--- config.mk ---
export PLATFORM = sky130hd
export DESIGN_NAME = noc_edge_traffic_port_flat
export DESIGN_NICKNAME = d
export VERILOG_FILES = /design/src/rtl/noc_edge_traffic_port_if.sv /design/src/rtl/noc_edge_traffic_port.sv /design/src/flat_wrapper.sv
export SDC_FILE = /design/constraint.sdc
export NUM_CORES = 1
export LEC_CHECK = 0
export CAP_MARGIN = 20
export CORE_MARGIN = 10
export CORE_UTILIZATION = 45
export DETAILED_ROUTE_END_ITERATION = 10
export GPL_ROUTABILITY_DRIVEN = 1
export GPL_TIMING_DRIVEN = 1
export PLACE_DENSITY = 0.74
export SLEW_MARGIN = 20
export SYNTH_ARGS = -nofsm -noshare
export SYNTH_HDL_FRONTEND = slang
export SYNTH_SLANG_ARGS = --single-unit
--- constraint.sdc ---
create_clock -name i_clock -period 3.6 [get_ports i_clock]
set_input_delay 0.54 -clock i_clock [delete_from_list [all_inputs] [get_ports i_clock]]
set_output_delay 0.54 -clock i_clock [all_outputs]
set_load 0.05 [all_outputs]
--- src/rtl/noc_edge_traffic_port_if.sv ---
// Router-side link of the edge traffic port: TX flits toward the router, RX flits from it.
// master = the edge port, slave = the router (or a bench standing in for it).
interface noc_edge_traffic_port_if #(
  parameter int FLIT_WIDTH = 16
);
  logic                  clock_tx;
  logic                  tx;
  logic [FLIT_WIDTH-1:0] data_o;
  logic                  credit_i;
  logic                  clock_rx;
  logic                  rx;
  logic [FLIT_WIDTH-1:0] data_i;
  logic                  credit_o;

  modport master (
    output clock_tx, tx, data_o, credit_o,
    input  credit_i, clock_rx, rx, data_i
  );

  modport slave (
    input  clock_tx, tx, data_o, credit_o,
    output credit_i, clock_rx, rx, data_i
  );
endinterface

--- src/rtl/noc_edge_traffic_port.sv ---
// Edge-of-mesh packet source/sink: injects header/length/sequence-payload packets and
// drains incoming packets, counting them and flagging unexpected headers.
module noc_edge_traffic_port #(
  parameter int                    FLIT_WIDTH   = 16,
  parameter logic [FLIT_WIDTH-1:0] SINK_ADDRESS = '0
) (
  input  logic                  i_clock,
  input  logic                  i_reset,
  input  logic                  i_start,
  input  logic [FLIT_WIDTH-1:0] i_dest_addr,
  input  logic [FLIT_WIDTH-1:0] i_payload_len,
  output logic                  o_busy,
  input  logic                  i_sink_stall,
  output logic [31:0]           o_pkts_sent,
  output logic [31:0]           o_pkts_recv,
  output logic [31:0]           o_flits_recv,
  output logic                  o_err,
  noc_edge_traffic_port_if.master io_lnk
);

  localparam logic [FLIT_WIDTH-1:0] FLIT_ONE = FLIT_WIDTH'(1);

  typedef enum logic [1:0] {T_IDLE, T_HDR, T_SIZE, T_PAY} tx_state_t;
  typedef enum logic [1:0] {R_HDR, R_SIZE, R_PAY} rx_state_t;

  // ---------------- TX side ----------------
  tx_state_t             r_tx_state, w_tx_state_nxt;
  logic [FLIT_WIDTH-1:0] r_dest, w_dest_nxt;
  logic [FLIT_WIDTH-1:0] r_tx_rem, w_tx_rem_nxt;
  logic [FLIT_WIDTH-1:0] r_seq, w_seq_nxt;
  logic [31:0]           r_pkts_sent, w_pkts_sent_nxt;
  logic                  w_tx;
  logic [FLIT_WIDTH-1:0] w_tx_data;

  always_ff @(posedge i_clock) begin
    if (i_reset) begin
      r_tx_state  <= T_IDLE;
      r_dest      <= '0;
      r_tx_rem    <= '0;
      r_seq       <= '0;
      r_pkts_sent <= '0;
    end else begin
      r_tx_state  <= w_tx_state_nxt;
      r_dest      <= w_dest_nxt;
      r_tx_rem    <= w_tx_rem_nxt;
      r_seq       <= w_seq_nxt;
      r_pkts_sent <= w_pkts_sent_nxt;
    end
  end

  // r_tx_rem holds N through the size flit, then counts down remaining payload flits
  always_comb begin
    w_tx_state_nxt  = r_tx_state;
    w_dest_nxt      = r_dest;
    w_tx_rem_nxt    = r_tx_rem;
    w_seq_nxt       = r_seq;
    w_pkts_sent_nxt = r_pkts_sent;
    w_tx            = 1'b0;
    w_tx_data       = '0;
    case (r_tx_state)
      T_IDLE: begin
        if (i_start) begin
          w_dest_nxt     = i_dest_addr;
          w_tx_rem_nxt   = i_payload_len;
          w_tx_state_nxt = T_HDR;
        end
      end
      T_HDR: begin
        w_tx      = 1'b1;
        w_tx_data = r_dest;
        if (io_lnk.credit_i) w_tx_state_nxt = T_SIZE;
      end
      T_SIZE: begin
        w_tx      = 1'b1;
        w_tx_data = r_tx_rem;
        if (io_lnk.credit_i) begin
          if (r_tx_rem != '0) begin
            w_tx_state_nxt = T_PAY;
          end else begin
            w_tx_state_nxt  = T_IDLE;
            w_pkts_sent_nxt = r_pkts_sent + 32'd1;
          end
        end
      end
      T_PAY: begin
        w_tx      = 1'b1;
        w_tx_data = r_seq;
        if (io_lnk.credit_i) begin
          w_seq_nxt    = r_seq + FLIT_ONE;
          w_tx_rem_nxt = r_tx_rem - FLIT_ONE;
          if (r_tx_rem == FLIT_ONE) begin
            w_tx_state_nxt  = T_IDLE;
            w_pkts_sent_nxt = r_pkts_sent + 32'd1;
          end
        end
      end
      default: w_tx_state_nxt = T_IDLE;
    endcase
  end

  assign io_lnk.clock_tx = i_clock;
  assign io_lnk.tx       = w_tx;
  assign io_lnk.data_o   = w_tx_data;
  assign o_busy          = (r_tx_state != T_IDLE);
  assign o_pkts_sent     = r_pkts_sent;

  // ---------------- RX side ----------------
  rx_state_t             r_rx_state, w_rx_state_nxt;
  logic [FLIT_WIDTH-1:0] r_rx_rem, w_rx_rem_nxt;
  logic [31:0]           r_pkts_recv, w_pkts_recv_nxt;
  logic [31:0]           r_flits_recv, w_flits_recv_nxt;
  logic                  r_err, w_err_nxt;
  logic                  w_credit;
  logic                  w_rx_acc;
  logic                  w_unused_clock_rx;

  assign w_unused_clock_rx = io_lnk.clock_rx;
  assign w_credit          = !i_sink_stall && !i_reset;
  assign w_rx_acc          = io_lnk.rx && w_credit;

  always_ff @(posedge i_clock) begin
    if (i_reset) begin
      r_rx_state   <= R_HDR;
      r_rx_rem     <= '0;
      r_pkts_recv  <= '0;
      r_flits_recv <= '0;
      r_err        <= 1'b0;
    end else begin
      r_rx_state   <= w_rx_state_nxt;
      r_rx_rem     <= w_rx_rem_nxt;
      r_pkts_recv  <= w_pkts_recv_nxt;
      r_flits_recv <= w_flits_recv_nxt;
      r_err        <= w_err_nxt;
    end
  end

  always_comb begin
    w_rx_state_nxt   = r_rx_state;
    w_rx_rem_nxt     = r_rx_rem;
    w_pkts_recv_nxt  = r_pkts_recv;
    w_flits_recv_nxt = r_flits_recv;
    w_err_nxt        = r_err;
    if (w_rx_acc) begin
      w_flits_recv_nxt = r_flits_recv + 32'd1;
      case (r_rx_state)
        R_HDR: begin
          if (io_lnk.data_i != SINK_ADDRESS) w_err_nxt = 1'b1;
          w_rx_state_nxt = R_SIZE;
        end
        R_SIZE: begin
          if (io_lnk.data_i != '0) begin
            w_rx_rem_nxt   = io_lnk.data_i;
            w_rx_state_nxt = R_PAY;
          end else begin
            w_pkts_recv_nxt = r_pkts_recv + 32'd1;
            w_rx_state_nxt  = R_HDR;
          end
        end
        R_PAY: begin
          w_rx_rem_nxt = r_rx_rem - FLIT_ONE;
          if (r_rx_rem == FLIT_ONE) begin
            w_pkts_recv_nxt = r_pkts_recv + 32'd1;
            w_rx_state_nxt  = R_HDR;
          end
        end
        default: w_rx_state_nxt = R_HDR;
      endcase
    end
  end

  assign io_lnk.credit_o = w_credit;
  assign o_pkts_recv     = r_pkts_recv;
  assign o_flits_recv    = r_flits_recv;
  assign o_err           = r_err;

endmodule

--- src/flat_wrapper.sv ---
// flat-port wrapper written by rule: the top's interface ports become plain ports
module noc_edge_traffic_port_flat 
#(
  parameter int                    FLIT_WIDTH   = 16,
  parameter logic [FLIT_WIDTH-1:0] SINK_ADDRESS = '0
)
  (i_clock, i_reset, i_start, i_dest_addr, i_payload_len, o_busy, i_sink_stall, o_pkts_sent, o_pkts_recv, o_flits_recv, o_err, io_lnk_clock_tx, io_lnk_tx, io_lnk_data_o, io_lnk_credit_o, io_lnk_credit_i, io_lnk_clock_rx, io_lnk_rx, io_lnk_data_i);
  noc_edge_traffic_port_if #(.FLIT_WIDTH(FLIT_WIDTH)) io_lnk_i ();
  input  logic i_clock;
  input  logic i_reset;
  input  logic i_start;
  input  logic [FLIT_WIDTH-1:0] i_dest_addr;
  input  logic [FLIT_WIDTH-1:0] i_payload_len;
  output logic o_busy;
  input  logic i_sink_stall;
  output logic [31:0] o_pkts_sent;
  output logic [31:0] o_pkts_recv;
  output logic [31:0] o_flits_recv;
  output logic o_err;
  output wire logic [$bits(io_lnk_i.clock_tx)-1:0] io_lnk_clock_tx;
  output wire logic [$bits(io_lnk_i.tx)-1:0] io_lnk_tx;
  output wire logic [$bits(io_lnk_i.data_o)-1:0] io_lnk_data_o;
  output wire logic [$bits(io_lnk_i.credit_o)-1:0] io_lnk_credit_o;
  input wire logic [$bits(io_lnk_i.credit_i)-1:0] io_lnk_credit_i;
  input wire logic [$bits(io_lnk_i.clock_rx)-1:0] io_lnk_clock_rx;
  input wire logic [$bits(io_lnk_i.rx)-1:0] io_lnk_rx;
  input wire logic [$bits(io_lnk_i.data_i)-1:0] io_lnk_data_i;
  assign io_lnk_clock_tx = io_lnk_i.clock_tx;
  assign io_lnk_tx = io_lnk_i.tx;
  assign io_lnk_data_o = io_lnk_i.data_o;
  assign io_lnk_credit_o = io_lnk_i.credit_o;
  assign io_lnk_i.credit_i = io_lnk_credit_i;
  assign io_lnk_i.clock_rx = io_lnk_clock_rx;
  assign io_lnk_i.rx = io_lnk_rx;
  assign io_lnk_i.data_i = io_lnk_data_i;
  noc_edge_traffic_port #(.FLIT_WIDTH(FLIT_WIDTH), .SINK_ADDRESS(SINK_ADDRESS)) u_core (.i_clock(i_clock), .i_reset(i_reset), .i_start(i_start), .i_dest_addr(i_dest_addr), .i_payload_len(i_payload_len), .o_busy(o_busy), .i_sink_stall(i_sink_stall), .o_pkts_sent(o_pkts_sent), .o_pkts_recv(o_pkts_recv), .o_flits_recv(o_flits_recv), .o_err(o_err), .io_lnk(io_lnk_i));
endmodule
* Word-level counts from Yosys, hierarchy flattened *
Index checks and enable logic that the tools add are counted.
Widths: inputs -> output; s select.

storage, ports and cells
  flip-flop bits (word level) = 165
  input port bits = 55
  logic and storage cells = 79

operators by class
  add/sub/neg operators = 6
  eq/ne operators = 16
  multiplexer cells = 25
  reduce and logical (&&, ||, !) cells = 22

operators by type and width
  operator               number
  $mux 32                6
  $pmux 32 s2            2
  $add 32x1->32 const B  3
  $pmux 16 s2            2
  $mux 16                3
  $pmux 16 s3            1
  $eq 16x1->1 const B    2
  $reduce_bool 16->1     2
  $sub 16x1->16 const B  2
  $add 16x1->16 const B  1
  $mux 2                 8
  $ne 2x2->1 const B     6
  $reduce_and 5->1       2
  $reduce_and 3->1       3
  $pmux 2 s4             1
  $reduce_bool 2->1      4
  $eq 2x2->1 const B     3
  $ne 2x1->1 const B     3
  $pmux 2 s3             1
  $reduce_and 2->1       3
  $eq 2x1->1 const B     2
  $logic_not 2->1        2
  $reduce_and 4->1       1
  $reduce_or 3->1        1
  other kinds (3)        5

* Depth between registers and ports, before layout *
Gate-level depths: netlist (run 1).

  depth after elaboration = 4
  gate-level depth with buffers = 11
  gate-level depth less buffers = 7

==> run_results.csv, run 1 <==
group,metric,value,unit
status,outcome,"completed",
grt,grt_pass1_wl,39.90,mm
drt,routed_wl,24.30,mm
cells_and_area,finalInstanceArea,11030,µm²
grt,grt_usage,0.1921,
synthesis,seq_area_frac_synth,0.3844,
clock_network,worstSkewPairLatency,0.54,ns
job,cap_viol_max_count,0,
drt,drcViolationCount,0,
timing,slew_headroom,0.3684,
drt,detail-route-antenna-nets,0,
synthesis,syn_inst,1092,
synthesis,ys_seq_elements,165,
synthesis,synth_edf_count,0,
grt,antenna_found_initial,0,
setup_path,reg2regPathDepth,6,
floorplanning,start_util,0.4578,
floorplanning,dieArea,25020,µm²
placement,hpwl,16.97,mm
synthesis,async_flop_share,0,
floorplanning,placementRows,50,
hold_path,min_path_cells,2,
floorplanning,coreArea,18770,µm²
floorplanning,ios,172,
drt,wl_per_cell,16.46,µm
setup_path,crit_path_max_fanout,2,
power_and_ir_drop,p_leak,3.640,nW
setup_path,critPathLaunchType,"clock port",
clock_network,path_clk_slew,0.07,ns
hold_path,worstHoldPathType,"register to register",
floorplanning,dieWidth,158.2,µm
cells_and_area,nets,1295,
timing,worstMarginPinSlew,0.9473,ns
cells_and_area,drive_gt1_frac,0.05878,
synthesis,synthesis.area,8592,µm²
synthesis,synth_compound_area_frac,0.1801,
timing,clock_skew,0.01240,ns
setup_path,crit_required,3.06,ns
setup_path,crit_arrival,2.74,ns
grt,grt_max_degree,88,
placement,io_buffers,170,
placement,place.gp.congestion,0.8482,
synthesis,synth_mux_area_frac,0.02869,
synthesis,synth_top_family_by_area,"simple AND/OR/NAND/NOR gates",
synthesis,yosys_most_used_dff,"dfxtp_1",
synthesis,synthSimpleGateAreaFrac,0.2942,
drt,num_vias,8523,
timing,grt_setup_unrepaired,"no",
synthesis,yosys_warnings,0,
clock_network,cts_tree,"built",
timing,drv_slew,0,
clock_network,cts_resized,0,
clock_network,ctsHoldBuffers,0,
power_and_ir_drop,peakVddDrop,0.4403,mV
timing,hold_viol_final,0,
drt,viasPerCell,5.774,
power_and_ir_drop,powerDensity,393.6,nW/µm²
power_and_ir_drop,fin_total_pwr,4.342,mW
grt,globalRouteOverflowTotal,0,
timing,tns,0,ns
timing,finalSetupViolations,0,
cells_and_area,diodes,0,
synthesis,avgSynthCellArea,7.868,µm²
synthesis,synth_top_area_cell,"dfxtp_1",
synthesis,yosys-top-cells-area,"dfxtp_1 38%, nand2_1 6.1%, a21oi_1 6.1%, nor2_1 3.9%, o21ai_0 3.5%",
clock_network,post-cts-setup-buffer-count,0,
grt,grt_pass1_vias,8026,
synthesis,synth_most_common_cell,"dfxtp_1",
synthesis,synth.distinct_cells,59,
drt,drt_first_pass_iters,5,
cells_and_area,area_delta_synth_final,28.41,%
synthesis,synth_fa_ha_area_frac,0.01602,
synthesis,synthTopCellsByCount,"165 x dfxtp_1, 139 x nand2_1, 104 x a21oi_1",
synthesis,synthXorXnorAreaFrac,0.04995,
placement,placed_cell_area,10410,µm²
synthesis,synth_top_area_frac,0.3844,
drt,first_iter_violations,645,
floorplanning,die_y,158.2,µm
setup_path,critPathKind,"clock port to output port",
synthesis,syn-num-nets,1158,
setup_path,endpoint_kind,"output port",
==> sequential cells by signal, indices dropped and copies added, names as in the netlist <==
| signal | cells |
|---|---|
| u_core.r_dest | 16 |
| u_core.o_pkts_recv | 32 |
| u_core.o_flits_recv | 32 |
| u_core.o_pkts_sent | 32 |
| u_core.r_tx_state | 2 |
| u_core.r_rx_state | 2 |
| u_core.r_seq | 16 |
| u_core.r_tx_rem | 16 |
| u_core.r_rx_rem | 16 |
| u_core.o_err | 1 |
==> worst max-delay path: stages <==
cell and delay, ns:
clkbuf_16 0.12, clkbuf_16 0.13, clkdlybuf4s50_1 0.69
==> cell usage in the layout (no fill, tap or decap), types with 5 or more instances in the layout <==
cell type and n:
nand2b_1 10, dfxtp_1 165, nor4_1 25, clkbuf_16 20
and3_1 19, or3_1 22, ha_1 11, or4_1 39
nand4_1 32, buf_4 14, xnor2_1 30, nor2_1 89
inv_1 32, a22oi_1 5, and2_1 6, o32ai_1 10
nand3_1 45, o31ai_1 38, nor2b_1 5, xor2_1 19
mux2_2 13, nand2_1 139, o21ai_0 60, mux2i_1 10
a211oi_1 8, a21oi_1 104, clkdlybuf4s50_1 169, nor3_1 24
and4_1 16
==> report_power, final <==
group | total (mW) | switching (mW) | internal, mW | leakage [nW]
clock | 1.95 | 0.858 | 1.09 | 0.314
combinational | 0.483 | 0.293 | 0.189 | 1.99
sequential | 1.91 | 0.0463 | 1.86 | 1.33
==> metal layers <==
| layer | global-route usage | up-vias | part of all wire |
|---|---|---|---|
| li1 | - | 4268 | - |
| met1 | 0.2405 | 4013 | 0.44 |
| met2 | 0.3017 | 214 | 0.46 |
| met3 | 0.06947 | 28 | 0.082 |
| met4 | 0.05911 | 0 | 0.013 |
| met5 | 0 | - | 0 |
==> cells by family after synthesis <==
kind of cell,after synthesis
AOI/OAI and AO/OA,256
adders and majority gates,11
buffers and inverters,100
xor gates and xnor gates,49
muxes,23
DFF,165
and+or+nand+nor,488
==> through the flow <==
stage | util | hold WS [ns] | instances | worst slack (ns)
after CTS | 0.5879 | 0.4585 | 1476 | 0.3134
final | 0.5879 | 0.4558 | 1476 | 0.3231
after global routing | 0.5879 | 0.4762 | 1476 | 0.2945
after detailed placement | 0.5545 | 0.4480 | 1441 | 0.2923
after global placement | 0.5545 | 0.4428 | 1441 | 0.3523
after floorplan | - | 0.4366 | 1092 | 0.8718
==> worst paths after layout <==
path	startpoint	endpoint	slack, ns
max reg2reg	u_core.r_rx_rem[0]	u_core.o_pkts_recv[8]	0.67
min	u_core.r_dest[10]	u_core.r_dest[10]	0.46
min reg2reg	u_core.r_dest[10]	u_core.r_dest[10]	0.46
max	i_clock	io_lnk_clock_tx	0.32
==> area by class of cell <==
| type | instances | area (µm²) |
|---|---|---|
| Sequential cell | 165 | 3303 |
| Inverter | 32 | 120.1 |
| Clock buffer | 24 | 541.8 |
| Timing Repair Buffer | 182 | 1787 |
| Clock inverter | 12 | 95.09 |
| Multi-Input combinational cell | 827 | 4893 |
| Fill cell | 1751 | 7735 |
| Tap cell | 234 | 292.8 |
(Power assumes the default switching activity.)
==> run 2, diff against run 1 <==
CORE_UTILIZATION = 43   (was 45)
PLACE_DENSITY = 0.72   (was 0.74)
==> run_results.csv, run 2 (synthesis results as in run 1) <==
group,metric,value,unit
setup_path,critPathLaunchType,"clock port",
power_and_ir_drop,p_sw,1.195,mW
power_and_ir_drop,power_frac_clock,0.474,
grt,grt_max_degree,90,
setup_path,crit_required,3.06,ns
floorplanning,dieArea,26040,µm²
setup_path,crit_chain,"clkbuf_16, clkbuf_16, clkdlybuf4s50_1",
floorplanning,dieWidth,161.4,µm
timing,clock_skew,0.009090,ns
timing,grt_setup_unrepaired,"no",
grt,grt_use_met2,0.3000,
power_and_ir_drop,p_seq_frac,0.420,
grt,antenna_found_initial,0,
clock_network,ctsHoldBuffers,0,
setup_path,cp_top_family,"buffers and inverters",
job,cap_viol_max_count,0,
power_and_ir_drop,fin_total_pwr,4.545,mW
cells_and_area,nets,1295,
drt,routed_wl,24.70,mm
placement,io_buffers,170,
timing,hold_viol_final,0,
timing,drv_slew,0,
setup_path,endpoint_kind,"output port",
cells_and_area,area_delta_synth_final,29.71,%
power_and_ir_drop,p_leak,3.662,nW
grt,globalRouteOverflowTotal,0,
power_and_ir_drop,powerDensity,407.9,nW/µm²
grt,use_met3,0.06482,
power_and_ir_drop,comb_power_share,0.107,
placement,placed_cells,1472,
timing,finalSetupViolations,0,
drt,num_vias,8497,
cells_and_area,mostFrequentLayoutCells,"169 x clkdlybuf4s50_1, 165 x dfxtp_1, 139 x nand2_1",
drt,drcViolationCount,0,
cells_and_area,drive_gt1_frac,0.05958,
grt,grt_pass1_vias,8030,
hold_path,hold_start,"u_core.r_dest[14]",
placement,hpwl,17.43,mm
grt,top_usage_layer,"met2",
setup_path,r2r_end,"u_core.o_pkts_recv[18]",
setup_path,rr_startpoint,"u_core.r_rx_rem[0]",
power_and_ir_drop,peakVddDrop,0.3091,mV
status,outcome,"completed",
floorplanning,coreArea,19590,µm²
timing,tns,0,ns
power_and_ir_drop,switching_share,0.2629,
cells_and_area,postLayoutCoreUtil,0.5689,
hold_path,worstHoldPathType,"register to register",
clock_network,post-cts-setup-buffer-count,0,
floorplanning,ios,172,
setup_path,reg2regPathDepth,6,
grt,use_met1,0.2322,
floorplanning,placementRows,51,
clock_network,worstSkewPairLatency,0.54,ns
setup_path,critPathKind,"clock port to output port",
placement,place.gp.congestion,0.8404,
cells_and_area,diodes,0,
timing,setup_ws,0.3258,ns
cells_and_area,final_common_cell,"clkdlybuf4s50_1",
floorplanning,die_y,161.4,µm
hold_path,min_path_cells,2,
cells_and_area,finalNonFillerCells,1507,
setup_path,crit_arrival,2.73,ns
drt,detail-route-antenna-nets,0,
clock_network,cts_resized,0,
floorplanning,start_util,0.4386,
grt,grt_pass1_wl,40.69,mm
drt,drt_first_pass_iters,5,
clock_network,path_clk_slew,0.06,ns
setup_path,r2r_slack,0.66,ns
drt,viasPerCell,5.638,
setup_path,cp_num_buf_inv,3,
drt,wl_per_cell,16.39,µm
setup_path,slowest_stage,"clkdlybuf4s50_1",
setup_path,crit_path_max_fanout,2,
timing,slew_headroom,0.3890,
setup_path,path_common_cell,"clkbuf_16",
hold_path,hold_end,"u_core.r_dest[14]",
setup_path,slowest_delay,0.69,ns
setup_path,cp_num_cells,3,
placement,place_ws,0.2444,ns
power_and_ir_drop,p_int,3.350,mW
grt,grt_usage,0.1849,
timing,worstMarginPinSlew,0.9164,ns
clock_network,cts_tree,"built",
drt,first_iter_violations,655,
## run 2: changes by cell type in the layout (fill, tap and decap cells not counted)
cell	before	now
inv_6	4	3
bufinv_16	0	3
clkinv_2	3	1
clkinvlp_4	1	4
clkbuf_1	1	0
clkinv_4	3	1
## run 2: how the worst max path moves through the flow
stage / from / endpoint / slack [ns]
2_1_floorplan: u_core.r_tx_state[0] / io_lnk_data_o[0] / 0.87
3_3_place_gp: io_lnk_data_i[2] / u_core.o_pkts_recv[17] / 0.31
3_5_place_dp: io_lnk_data_i[2] / u_core.o_pkts_recv[18] / 0.24
5_1_grt: i_clock / io_lnk_clock_tx / 0.31
4_1_cts: i_clock / io_lnk_clock_tx / 0.31
6_report: i_clock / io_lnk_clock_tx / 0.33
## run 2: worst register-to-register path: cells and delay by family, from the launching register on
family / cells / cell delay, ns
flops: 1 / 0.39
compound gates: 2 / 0.43
simple gates: 3 / 1.84
fa+ha+maj: 1 / 0.19
## run 2: layout make-up
| type | count | area [µm²] |
|---|---|---|
| Fill cell | 1813 | 8446 |
| Multi-Input combinational cell | 827 | 4893 |
| Sequential cell | 165 | 3303 |
| Timing Repair Buffer | 182 | 1787 |
| Clock buffer | 23 | 538.0 |
| Tap cell | 265 | 331.6 |
| Clock inverter | 13 | 171.4 |
| Inverter | 32 | 120.1 |
## run 2: layer usage
layer,wire [µm],vias up,part of all wire
met4,184,0,0.0075
met5,0,-,0
met3,1822,17,0.074
met1,10930,3998,0.44
met2,11760,216,0.48
li1,-,4266,-
## run 2: power groups by stage
stage | Sequential (mW) | Clock [mW] | Combinational [mW]
finish | 1.91 | 2.15 | 0.485
global route | 1.91 | 2.28 | 0.530
CTS | 1.91 | 2.20 | 0.485
detailed placement | 1.95 | 0.0641 | 0.481
global placement | 1.94 | 0.0641 | 0.475
floorplan | 1.93 | 0.0599 | 0.321
## run 2: stage by stage
step,area [µm²],hold WS [ns]
after floorplan,8592,0.4366
after global placement,10450,0.4427
after detailed placement,10450,0.4467
after CTS,11140,0.4561
after global routing,11140,0.4678
final,11140,0.4547
